[src/rtl/rr_stream_mux.sv]
// Round-robin / fixed-priority N:1 stream multiplexer with a single registered output slot.
// state    | meaning
// ST_EMPTY | output slot holds no beat, out_valid=0
// ST_FULL  | output slot holds a beat, out_valid=1
module rr_stream_mux #(
    parameter int WIDTH = 8,
    parameter int NCH   = 4,
    parameter int MODE  = 0,
    parameter int CW    = $clog2(NCH)
) (
    input  logic                 clk,
    input  logic                 rst_n,
    input  logic [NCH*WIDTH-1:0] in_data,
    input  logic [NCH-1:0]       in_valid,
    output logic [NCH-1:0]       in_ready,
    output logic [WIDTH-1:0]     out_data,
    output logic                 out_valid,
    input  logic                 out_ready,
    output logic [CW-1:0]        out_ch
);

    localparam logic [0:0]    ST_EMPTY = 1'b0;
    localparam logic [0:0]    ST_FULL  = 1'b1;
    localparam logic [CW:0]   NCH_W    = (CW+1)'(NCH);
    localparam logic [CW-1:0] LAST_CH  = CW'(NCH - 1);

    logic [0:0]       state_q, state_d;
    logic [WIDTH-1:0] data_q, data_d;
    logic [CW-1:0]    ch_q, ch_d;
    logic [CW-1:0]    ptr_q, ptr_d;

    logic [WIDTH-1:0] in_arr [NCH];
    logic [CW:0]      cand;
    logic [CW-1:0]    grant_idx;
    logic             grant_vld;
    logic             loadable;
    logic             push;

    for (genvar k = 0; k < NCH; k++) begin : g_unpack
        assign in_arr[k] = in_data[k*WIDTH +: WIDTH];
    end

    // Search starts at the pointer and wraps; in fixed-priority mode the pointer stays 0.
    always_comb begin
        grant_vld = 1'b0;
        grant_idx = '0;
        cand      = '0;
        for (int i = 0; i < NCH; i++) begin
            cand = {1'b0, ptr_q} + (CW+1)'(i);
            if (cand >= NCH_W) cand = cand - NCH_W;
            if (!grant_vld && in_valid[cand[CW-1:0]]) begin
                grant_vld = 1'b1;
                grant_idx = cand[CW-1:0];
            end
        end
    end

    always_comb begin
        loadable = rst_n && ((state_q == ST_EMPTY) || out_ready);
        push     = loadable && grant_vld;
        in_ready = '0;
        if (push) in_ready[grant_idx] = 1'b1;

        state_d = state_q;
        data_d  = data_q;
        ch_d    = ch_q;
        ptr_d   = ptr_q;
        if (push) begin
            state_d = ST_FULL;
            data_d  = in_arr[grant_idx];
            ch_d    = grant_idx;
            if (MODE == 0) ptr_d = (grant_idx == LAST_CH) ? '0 : grant_idx + CW'(1);
        end else if ((state_q == ST_FULL) && out_ready) begin
            state_d = ST_EMPTY;
        end
    end

    always_ff @(posedge clk) begin
        if (!rst_n) begin
            state_q <= ST_EMPTY;
            data_q  <= '0;
            ch_q    <= '0;
            ptr_q   <= '0;
        end else begin
            state_q <= state_d;
            data_q  <= data_d;
            ch_q    <= ch_d;
            ptr_q   <= ptr_d;
        end
    end

    assign out_valid = (state_q == ST_FULL);
    assign out_data  = data_q;
    assign out_ch    = ch_q;

endmodule

[config.mk]
export PLATFORM = sky130hd
export DESIGN_NAME = rr_stream_mux
export DESIGN_NICKNAME = d
export VERILOG_FILES = /design/src/rtl/rr_stream_mux.sv
export SDC_FILE = /design/constraint.sdc
export NUM_CORES = 1
export LEC_CHECK = 0
export ABC_AREA = 1
export BUFFER_PORTS_ARGS = -buffer_cell sky130_fd_sc_hd__buf_2
export CORE_AREA = 2 2 64 66
export DETAILED_ROUTE_END_ITERATION = 12
export DIE_AREA = 0 0 66 68
export PLACE_DENSITY = 0.58
export SKIP_CTS_REPAIR_TIMING = 1
export SYNTH_ARGS = -nofsm -noshare
export SYNTH_HDL_FRONTEND = slang
export SYNTH_SLANG_ARGS = --single-unit
[constraint.sdc]
create_clock -name clk -period 6.36 [get_ports clk]
set_clock_uncertainty 0.2 [all_clocks]
set_input_delay 1.272 -clock clk [delete_from_list [all_inputs] [get_ports clk]]
set_output_delay 1.272 -clock clk [all_outputs]
set_load 0.01 [all_outputs]
==> results by stage <==
Final layout:
- The total inserted antenna cells is 0.
- Leaving out fill and tap cells, the most frequent cell in the layout is sky130_fd_sc_hd__nand2_1.
- The final layout contains 313 nets.
- The area used by multi-input combinational logic is 709.4 µm².
- The layout has 461 filler cells.
- The finished layout holds 322 standard cells, fillers aside.
- The register cell area after layout is 260.3 µm².
- Relative to the synthesized area, the layout overhead comes to 23.52%.
- In the final layout, the share of cells above drive strength 1 is 0.2537.
- In the layout the commonest cells are sky130_fd_sc_hd__nand2_1, sky130_fd_sc_hd__inv_1, sky130_fd_sc_hd__buf_2.

Clock network:
- CTS placed an instance of sky130_fd_sc_hd__clkbuf_8 at the clock tree root.
- The insertion delay of the later-clocked pin in the worst-skew pair is 240 ps.
- The number of sinks on the clock net is 13.
- The clock passes through at most 2 buffers.
- Clock-pin slew was measured on the worst setup and hold paths at 50 ps.
- Clock tree synthesis inserted a total of 3 buffers.
- TritonCTS built the clock tree.
- CTS built an H-tree with a depth of 1.

Pwr:
- The leakage power total is 1.005 nW.
- The fraction of power consumed by combinational cells is 0.720.
- The total internal power is 0.3529 mW.
- The worst-case IR drop observed on VDD is 257.9 µV.
- The share of total power dissipated in the clock network is 0.091.
- The switching share of power is 0.5538.
- The power per standard cell area is 505.7 mW/mm².
- For this design the total switching power over the nets is 0.4380 mW.
- The share of total power dissipated in sequential elements is 0.189.

Timing:
- Setup repair after global routing left no endpoint under its margin.
- The share of the clock period used by the worst path is 0.7197.
- The actual slew at the worst max-slew pin is 555.6 ps.
- Setup violations remaining at the end of the flow were counted as 0.
- Static timing analysis puts the maximum clock frequency at 218.5 MHz.
- The total negative slack for setup checks is 0 ps.
- The shortest clock period the worst path allows after layout is 4577 ps.
- The number of max-slew violations in the final report was 0.
- The number of endpoints with negative hold slack in the final report is 0.
- The worst-case headroom to the max-slew limit is 0.6286.

Global route:
- The maximum number of pins on one net before global-route repair is 21.
- The global-route wire length before repair is 5.513 mm.
- The number of global-route vias before repair is 1311.
- Global routing finished with a remaining overflow of 0.
- For this run, the total global-route usage over all layers was measured as 0.1561.
- The initial antenna violation count is 0.

Die:
- The number of rows created at floorplan is 23.
- The x dimension of the die is 66 µm.
- 54 I/O pins were placed.
- The initial core utilization is 0.3284.
- The region available for standard cell placement spans 0.003856 mm².
- The die covers 0.004488 mm².
- The floorplan die height is 68 µm.

Critical path:
- The data required time at the worst endpoint is 4890 ps.
- In this run the worst path has a maximum fanout of 20.
- The largest stage delay on the critical path is 390 ps.
- Walking the worst path, the cells encountered are buf_2 -> inv_1 -> nand2_1 -> nand3_1 -> nand2_2 -> inv_2 -> nand2_1 -> nand2_2 -> nand3_2 -> inv_1 -> ha_1 -> inv_1 -> nor2_1 -> buf_2.
- STA classifies the critical path endpoint as a primary output.
- Measured in cells, the most critical reg-to-reg path has a length of 13.
- The start point of the critical path is in_valid[3].
- The cell that appears most often on the critical path is sky130_fd_sc_hd__inv_1.
- The critical path startpoint category is an input port.
- The worst setup path is of the in -> out kind.
- For the worst setup path, the data arrival time is 3110 ps.
- For this design, the slowest cell found on the critical path is sky130_fd_sc_hd__nand3_2.
- The worst register-to-register path begins at ptr_q[0].

Routing:
- The routed via count is 1445.
- For this block, the routed nets add up to 3.353 mm of wire.
- Using the TritonRoute via totals, the vias-per-cell ratio works out to 4.488.
- The post-route DRC violation count is 0.
- The routed length per placed instance is 10.41 µm.
- The first TritonRoute pass finished after 4 iterations.
- The remaining antenna violation count after routing is 0.
- The first routing iteration left 54 violations.

Logic synthesis:
- The net count of the mapped netlist is 265.
- Yosys mapped the design onto 22 distinct sky130hd cell types.
- Counting flops and latches in the post-synthesis netlist gives 13.
- Of the synthesized area, sequential elements account for 0.2055.
- The leading area contributor after synthesis is sky130_fd_sc_hd__nand2_1.
- Synthesis handed over a netlist of 225 instances.
- The share of synthesized area in the top cell type comes to 0.2134.
- The synthesized netlist occupies a cell area of 0.001266 mm².
- In this run the mean area of a mapped cell was 5.628 µm².
- Yosys attributes the largest share of cell area to sky130_fd_sc_hd__nand2_1, sky130_fd_sc_hd__dfxtp_1, sky130_fd_sc_hd__inv_1.
- For this run, the number of Yosys warnings is 0.

Place:
- The total half-perimeter wirelength after legalization and detailed placement is 2.501 mm.
- The congestion estimate from routability-driven global placement came to 0.8275.
- Once placement completed, the tool counted placed cells totaling 318.
- During placement, the flow inserted port buffers numbering 53.

Hold path:
- The class of the tightest hold or removal check is reg -> reg.
- The number of instances on the worst hold path is 2.
- In this run the most critical hold path is launched from out_ch[1].

Job:
- The total of max-cap violations is 0.

Outcome:
- The flow ran to the end, and the final reports show no timing, DRC or antenna violations.
-- registers in the layout, summed over array words and instances (netlist names) --
signal,flops
out_data,8
out_ch,2
out_valid,1
ptr_q,2
-- logic make-up after synthesis --
group	after synthesis	share of synthesized area
compound gates	7	0.03458
fa+ha+maj	1	0.009880
buf+inv	67	0.2342
flops	13	0.2055
simple gates	137	0.5158
-- final cells by class --
class | instances | share of cell area
Multi-Input combinational cell | 145 | 0.4536
Timing Repair Buffer | 53 | 0.1696
Sequential cell | 13 | 0.1664
Inverter | 57 | 0.1416
Tap cell | 50 | 0.04000
Clock buffer | 4 | 0.02880
-- synth_stat cells --
library cell / n
sky130_fd_sc_hd__nand3_4: 2
sky130_fd_sc_hd__inv_1: 54
sky130_fd_sc_hd__nand2_1: 72
sky130_fd_sc_hd__dfxtp_1: 13
sky130_fd_sc_hd__inv_2: 2
sky130_fd_sc_hd__a31oi_1: 1
sky130_fd_sc_hd__nor2_1: 7
sky130_fd_sc_hd__buf_4: 3
sky130_fd_sc_hd__nand3_2: 2
sky130_fd_sc_hd__inv_8: 1
sky130_fd_sc_hd__o21ai_0: 3
sky130_fd_sc_hd__nor3_1: 1
sky130_fd_sc_hd__nand3_1: 32
sky130_fd_sc_hd__ha_1: 1
sky130_fd_sc_hd__buf_2: 3
sky130_fd_sc_hd__nor2_4: 1
sky130_fd_sc_hd__buf_6: 3
sky130_fd_sc_hd__nand4_1: 16
sky130_fd_sc_hd__a21oi_1: 2
sky130_fd_sc_hd__o31ai_2: 1
sky130_fd_sc_hd__nand2_2: 4
sky130_fd_sc_hd__clkbuf_1: 1
-- power groups by stage --
stage                     registers [mW]  logic, mW  clock network [mW]
final                              0.149      0.569              0.0722
after detailed placement           0.150      0.571                   0
after CTS                          0.149      0.575              0.0745
after global routing               0.155      0.652              0.0794
after global placement             0.151      0.565                   0
after floorplan                    0.156      0.468                   0
-- critical path, delay by kind of cell --
kind,cells,cell delay [ps]
adder cells (fa/ha/maj),1,160
buffers and inverters,6,600
AND/OR/NAND/NOR,7,1080
-- final timing paths --
check / slack [ps] / to
worst max-delay path: 1780 / in_ready[3]
worst min-delay path: 270 / out_ch[1]
worst max register to register: 3620 / ptr_q[1]
worst min register to register: 270 / out_ch[1]
-- metrics by stage --
stage	cell area, µm²	utilization	power (mW)	setup WS (ps)	hold slack, ps
detailed placement	1519	0.3939	0.7214	1767	263.8
floorplan	1266	-	0.6235	2455	287.2
CTS	1564	0.4056	0.7985	1756	272.3
global placement	1519	0.3939	0.7162	1821	263.1
finish	1564	0.4056	0.7909	1783	269.3
global route	1564	0.4056	0.8859	1543	315.4
-- metal layers --
| layer | global-route usage | up-vias | wire length, µm |
|---|---|---|---|
| met2 | 0.2652 | 53 | 1498 |
| met5 | 0 | - | 0 |
| met3 | 0.03947 | 4 | 220 |
| met4 | 0.02551 | 0 | 25 |
| li1 | - | 786 | - |
| met1 | 0.2040 | 602 | 1608 |
(Power assumes the default switching activity.)
